$ cat config.mk
export PLATFORM = sky130hd
export DESIGN_NAME = char_wr_arbiter
export DESIGN_NICKNAME = d
export VERILOG_FILES = /design/src/rtl/char_wr_arbiter_pkg.sv /design/src/rtl/char_wr_arbiter.sv
export SDC_FILE = /design/constraint.sdc
export NUM_CORES = 1
export LEC_CHECK = 0
export CORE_AREA = 3 3 80 82
export CTS_CLUSTER_SIZE = 28
export DETAILED_ROUTE_END_ITERATION = 10
export DIE_AREA = 0 0 83 85
export DONT_BUFFER_PORTS = 1
export GPL_TIMING_DRIVEN = 0
export RECOVER_POWER = 25
export SLEW_MARGIN = 10
export SYNTH_ARGS = -nofsm -noshare
export SYNTH_HDL_FRONTEND = slang
export SYNTH_SLANG_ARGS = --single-unit
$ cat constraint.sdc
create_clock -name clk -period 1.85 [get_ports clk]
set_input_delay 0.37 -clock clk [delete_from_list [all_inputs] [get_ports clk]]
set_output_delay 0.37 -clock clk [all_outputs]
set_load 0.005 [all_outputs]
$ cat src/rtl/char_wr_arbiter_pkg.sv
// Shared constants, state encoding and grant helper for the character-RAM write arbiter.
package char_wr_arbiter_pkg;

    localparam int         RAM_DEPTH_DEF    = 1024;
    localparam int         ADDR_W           = 10;
    localparam int         DATA_W           = 8;
    localparam logic [7:0] FILL_DEFAULT_DEF = 8'h20;

    typedef enum logic [1:0] {
        ST_IDLE  = 2'd0,
        ST_CLEAR = 2'd1,
        ST_WRITE = 2'd2
    } arb_state_e;

    // Returns 1 when requester 1 wins. On a tie the requester not granted last wins.
    function automatic logic pick_winner(input logic elig0, input logic elig1,
                                         input logic last_grant);
        return elig1 && (!elig0 || !last_grant);
    endfunction

endpackage

$ cat src/rtl/char_wr_arbiter.sv
// Two-requester round-robin write arbiter for the character display RAM,
// with a full-screen clear engine that takes priority over requests.
module char_wr_arbiter
    import char_wr_arbiter_pkg::*;
#(
    parameter logic [7:0] FILL_DEFAULT = FILL_DEFAULT_DEF,
    parameter int         RAM_DEPTH    = RAM_DEPTH_DEF
) (
    input  logic        clk,
    input  logic        reset_n,
    input  logic        req0,
    input  logic        req1,
    input  logic [9:0]  adr0,
    input  logic [9:0]  adr1,
    input  logic [7:0]  dat0,
    input  logic [7:0]  dat1,
    output logic        ack0,
    output logic        ack1,
    input  logic        clr_start,
    input  logic [7:0]  clr_char,
    input  logic        clr_char_en,
    output logic        busy,
    output logic        clr_done,
    output logic [9:0]  ram_Adr,
    output logic [7:0]  ram_Data,
    output logic        write_Ram,
    output logic [1:0]  state_dbg
);

    // Handshake: reqN is held with stable adrN/datN until ackN is seen; ackN is a
    // one-cycle pulse coincident with write_Ram. A req is ignored while its own
    // ack is high, so a still-held req never causes a double write.

    // The counter wraps to this value after the last cell (0 for a 1024-cell screen).
    localparam logic [ADDR_W-1:0] CLR_END = ADDR_W'(RAM_DEPTH);

    arb_state_e        state;
    logic [ADDR_W-1:0] clr_cnt;
    logic [7:0]        fill_char;
    logic              last_grant;

    logic              elig0;
    logic              elig1;
    logic              win1;
    logic [9:0]        win_adr;
    logic [7:0]        win_dat;
    logic [7:0]        clr_fill;

    always_comb begin
        elig0    = req0 & ~ack0;
        elig1    = req1 & ~ack1;
        win1     = pick_winner(elig0, elig1, last_grant);
        win_adr  = win1 ? adr1 : adr0;
        win_dat  = win1 ? dat1 : dat0;
        clr_fill = clr_char_en ? clr_char : FILL_DEFAULT;
    end

    assign state_dbg = state;

    always_ff @(posedge clk) begin
        if (!reset_n) begin
            state      <= ST_IDLE;
            write_Ram  <= 1'b0;
            ack0       <= 1'b0;
            ack1       <= 1'b0;
            busy       <= 1'b0;
            clr_done   <= 1'b0;
            ram_Adr    <= '0;
            ram_Data   <= '0;
            clr_cnt    <= '0;
            fill_char  <= FILL_DEFAULT;
            last_grant <= 1'b1;
        end else begin
            ack0     <= 1'b0;
            ack1     <= 1'b0;
            clr_done <= 1'b0;
            case (state)
                ST_CLEAR: begin
                    if (clr_cnt == CLR_END) begin
                        state     <= ST_IDLE;
                        busy      <= 1'b0;
                        write_Ram <= 1'b0;
                        clr_done  <= 1'b1;
                        clr_cnt   <= '0;
                    end else begin
                        ram_Adr  <= clr_cnt;
                        ram_Data <= fill_char;
                        clr_cnt  <= clr_cnt + 1'b1;
                    end
                end
                default: begin
                    // WRITE is a single cycle and arbitrates exactly like IDLE.
                    if (clr_start) begin
                        state     <= ST_CLEAR;
                        busy      <= 1'b1;
                        write_Ram <= 1'b1;
                        ram_Adr   <= '0;
                        ram_Data  <= clr_fill;
                        fill_char <= clr_fill;
                        clr_cnt   <= 10'd1;
                    end else if (elig0 | elig1) begin
                        state      <= ST_WRITE;
                        write_Ram  <= 1'b1;
                        ram_Adr    <= win_adr;
                        ram_Data   <= win_dat;
                        ack0       <= ~win1;
                        ack1       <= win1;
                        last_grant <= win1;
                    end else begin
                        state     <= ST_IDLE;
                        write_Ram <= 1'b0;
                    end
                end
            endcase
        end
    end

endmodule

==> results.md, run 1 <==
- Fin area: 2750 µm²
- R2r worst-path depth: 5
- DRC violations left: 0
- Kind of critical path: flip-flop to flip-flop
- Die Area: 7060 µm²
- Place WS: -0.400 ns
- Capturing point of the worst reg2reg path: ram_Data[4]$_SDFFE_PN0P_
- P&R area growth vs syn: 20.5%
- Slew Viols, Final: 0
- Die Wd: 83 µm
- I/O pin count: 75
- Leakage: 1.01 nW
- MaxCap Viol Count: 0
- Mapped Nets: 327
- Post-CTS Hold Fix Bufs: 0
- Gr ovfl total: 0
- Final Hold Viols: 0
- Post-detail-place hpwl: 4870 µm
- Antenna violations before repair: 0
- Vias in the first global route: 2087
- CTS Buf Count: 5
- FMAX: 489 MHz
- Vias/cell: 5.84
- Later-pin clock latency in the skew report: 0.30 ns
- Distinct cell type count after synthesis: 43
- Core Area: a little under 6000 µm²
- CTS Buffer Depth: 2
- Gpl congestion: 0.802
- Final min period: slightly above 2 ns
- Min Hold Slack: 0.234 ns
- Worst r2r src: clr_cnt[7]$_SDFFE_PN0P_
- Peak VDD IR: 0.000299 V
- Syn avg cell area: 8.31 µm²
- Worst EP required: 2.01 ns
- CP Max Fanout: 7
- Most common cell after layout, fill and taps aside: dfxtp_1
- Final setup skew: 0.00286 ns
- Largest net degree at the start of global routing: 15
- FF+latch count, synth: 44
- Sequential area share after synthesis: 0.386
- Tot Pwr: 2.21 mW
- Final Util: 0.474
- WL/cell: 18.2 µm
- Final cell count without fillers: 374
- Status: complete, but fails checks
- Number of diodes: 0
- Critical path endpoint category: flip-flop
- Die Height: 85 µm
- Mapped Cells: 275
- Rel. slew slack: 0.405
- WP data arrival: 2.21 ns
- R2r setup slk: -0.20 ns
- First DRT Iteration DRCs: 166
- Beginning of the critical path: clr_cnt[7]$_SDFFE_PN0P_
- Count of final setup violators: 25
- H-tree depth: 2
- RSZ-0062 raised after global routing: yes
- Sum of negative setup slack: -3.65 ns
- Cell area after synthesis: 2280 µm²
- Routed Antenna Nets: 0
- Least-Margin Pin Slew: 0.885 ns
- Failing checks: setup timing
- Area after DPL: ~2400 µm²
- CTS tree: built
- Total GRT Usage: 0.188
- DP Cell Count: 350
- Clk slew on worst S/H paths: 0.09 ns
- Final wirelength: 6820 µm
- Final nets: 350
- Pwr/cell area: roughly 800 nW/µm²
- Crit path launch type: flip-flop
- Commonest cells after routing, fill and taps aside: 39 x dfxtp_1, 27 x nand3_1, 24 x o21ai_0
- Yosys Warn Count: 0
- Layout cells sized above 1: 0.244
- Initial Utilization: 0.393
- Critical path destination: ram_Data[4]$_SDFFE_PN0P_
- Final WS setup: -0.196 ns
- Worst Hold Class: input pin to flip-flop
- Port Buffers: 0
- First-pass GRT wire length: 11000 µm
- CTS Root Cell: clkbuf_8
- Clock sink total: 44
- # rows: 28
- DR vias: 2184
- Tcrit/Tclk final: 1.11
- Drt pass-1 iters: 4
[logic make-up after synthesis]
kind of cell,share of synthesized area
compound gates,0.317
xor+xnor,0.00383
fa+ha+maj,0.0110
buf+inv,0.0602
flops,0.386
mux,0.00438
simple gates,0.218
[cell usage after synthesis, drive strengths merged]
master,instances,area share
dfxtp,44,0.39
nand3,31,0.070
a21oi,27,0.061
o21ai,24,0.053
clkbuf,20,0.033
nand2,17,0.028
a22oi,14,0.046
nor2,13,0.021
o221a,10,0.049
a311oi,9,0.035
a21o,8,0.026
inv,6,0.0099
buf,5,0.018
nor3,5,0.011
nor2b,4,0.011
o211ai,4,0.013
o311ai,4,0.015
nand2b,3,0.0082
nand4,3,0.0082
or3,3,0.0082
or4,3,0.013
a211oi,2,0.0066
and2,2,0.0055
ha,2,0.011
a2bb2oi,1,0.0038
and3,1,0.0027
and3b,1,0.0038
and4,1,0.0044
mux2i,1,0.0044
nand3b,1,0.0033
nor4,1,0.0093
nor4b,1,0.0038
o211a,1,0.0044
o311a,1,0.0044
or4b,1,0.0060
xor2,1,0.0038
[repair_timing]
item                       CTS  global route
cloned                       1             1
pin swaps                    3             9
setup endpoints to repair   28            35
resized for setup           14            23
buffers inserted            13             2
[worst max-delay path, cell delays in order, from the launching register on]
cell       delay, ns
dfxtp_1         0.40
or4b_4          0.60
or4_4           0.52
clkbuf_16       0.20
a21oi_1         0.14
a311oi_1        0.06
[layout make-up]
type                            instances  area, µm²
Multi-Input combinational cell        200       1370
Clock inverter                          3       18.8
Sequential cell                        44        890
Inverter                                6       22.5
Clock buffer                            5       68.8
Fill cell                             559       3060
Timing Repair Buffer                   17        169
Buffer                                 24        123
Tap cell                               75       93.8
[metal layers]
layer	track usage	up-vias	part of all wire
li1	-	1088	-
met4	0.0490	0	0.011
met1	0.256	1019	0.47
met2	0.287	71	0.44
met3	0.0612	6	0.077
met5	0	-	0
[sequential cells by signal (all words and copies together) (netlist names)]
signal / flops
fill_char: 8
clr_cnt: 10
ram_Adr: 10
last_grant: 1
ram_Data: 8
ack1: 1
state_dbg: 2
clr_done: 1
write_Ram: 1
ack0: 1
busy: 1
[how the worst min path moves through the flow]
stage	start	to	slack, ns	depth (start not counted)
detailed placement	clr_cnt[1]$_SDFFE_PN0P_	clr_cnt[1]$_SDFFE_PN0P_	0.48	2
floorplan	clr_cnt[1]$_SDFFE_PN0P_	clr_cnt[1]$_SDFFE_PN0P_	0.45	2
CTS	clr_char[4]	fill_char[4]$_SDFFE_PN0P_	0.23	2
finish	clr_char[4]	fill_char[4]$_SDFFE_PN0P_	0.23	2
global route	clr_char[2]	fill_char[2]$_SDFFE_PN0P_	0.23	2
global placement	clr_cnt[1]$_SDFFE_PN0P_	clr_cnt[1]$_SDFFE_PN0P_	0.46	2
[power by group]
part | switching (mW) | total (mW) | internal [mW]
Combinational | 0.287 | 0.520 | 0.233
Sequential | 0.0629 | 1.08 | 1.02
Clock | 0.344 | 0.608 | 0.264
(Power assumes the default switching activity.)
==> run 2: changes to the inputs <==
- CAP_MARGIN: not set -> 20
==> results of run 2 <==
Same layout as run 1: the final DEF is identical, and so are final timing and power.
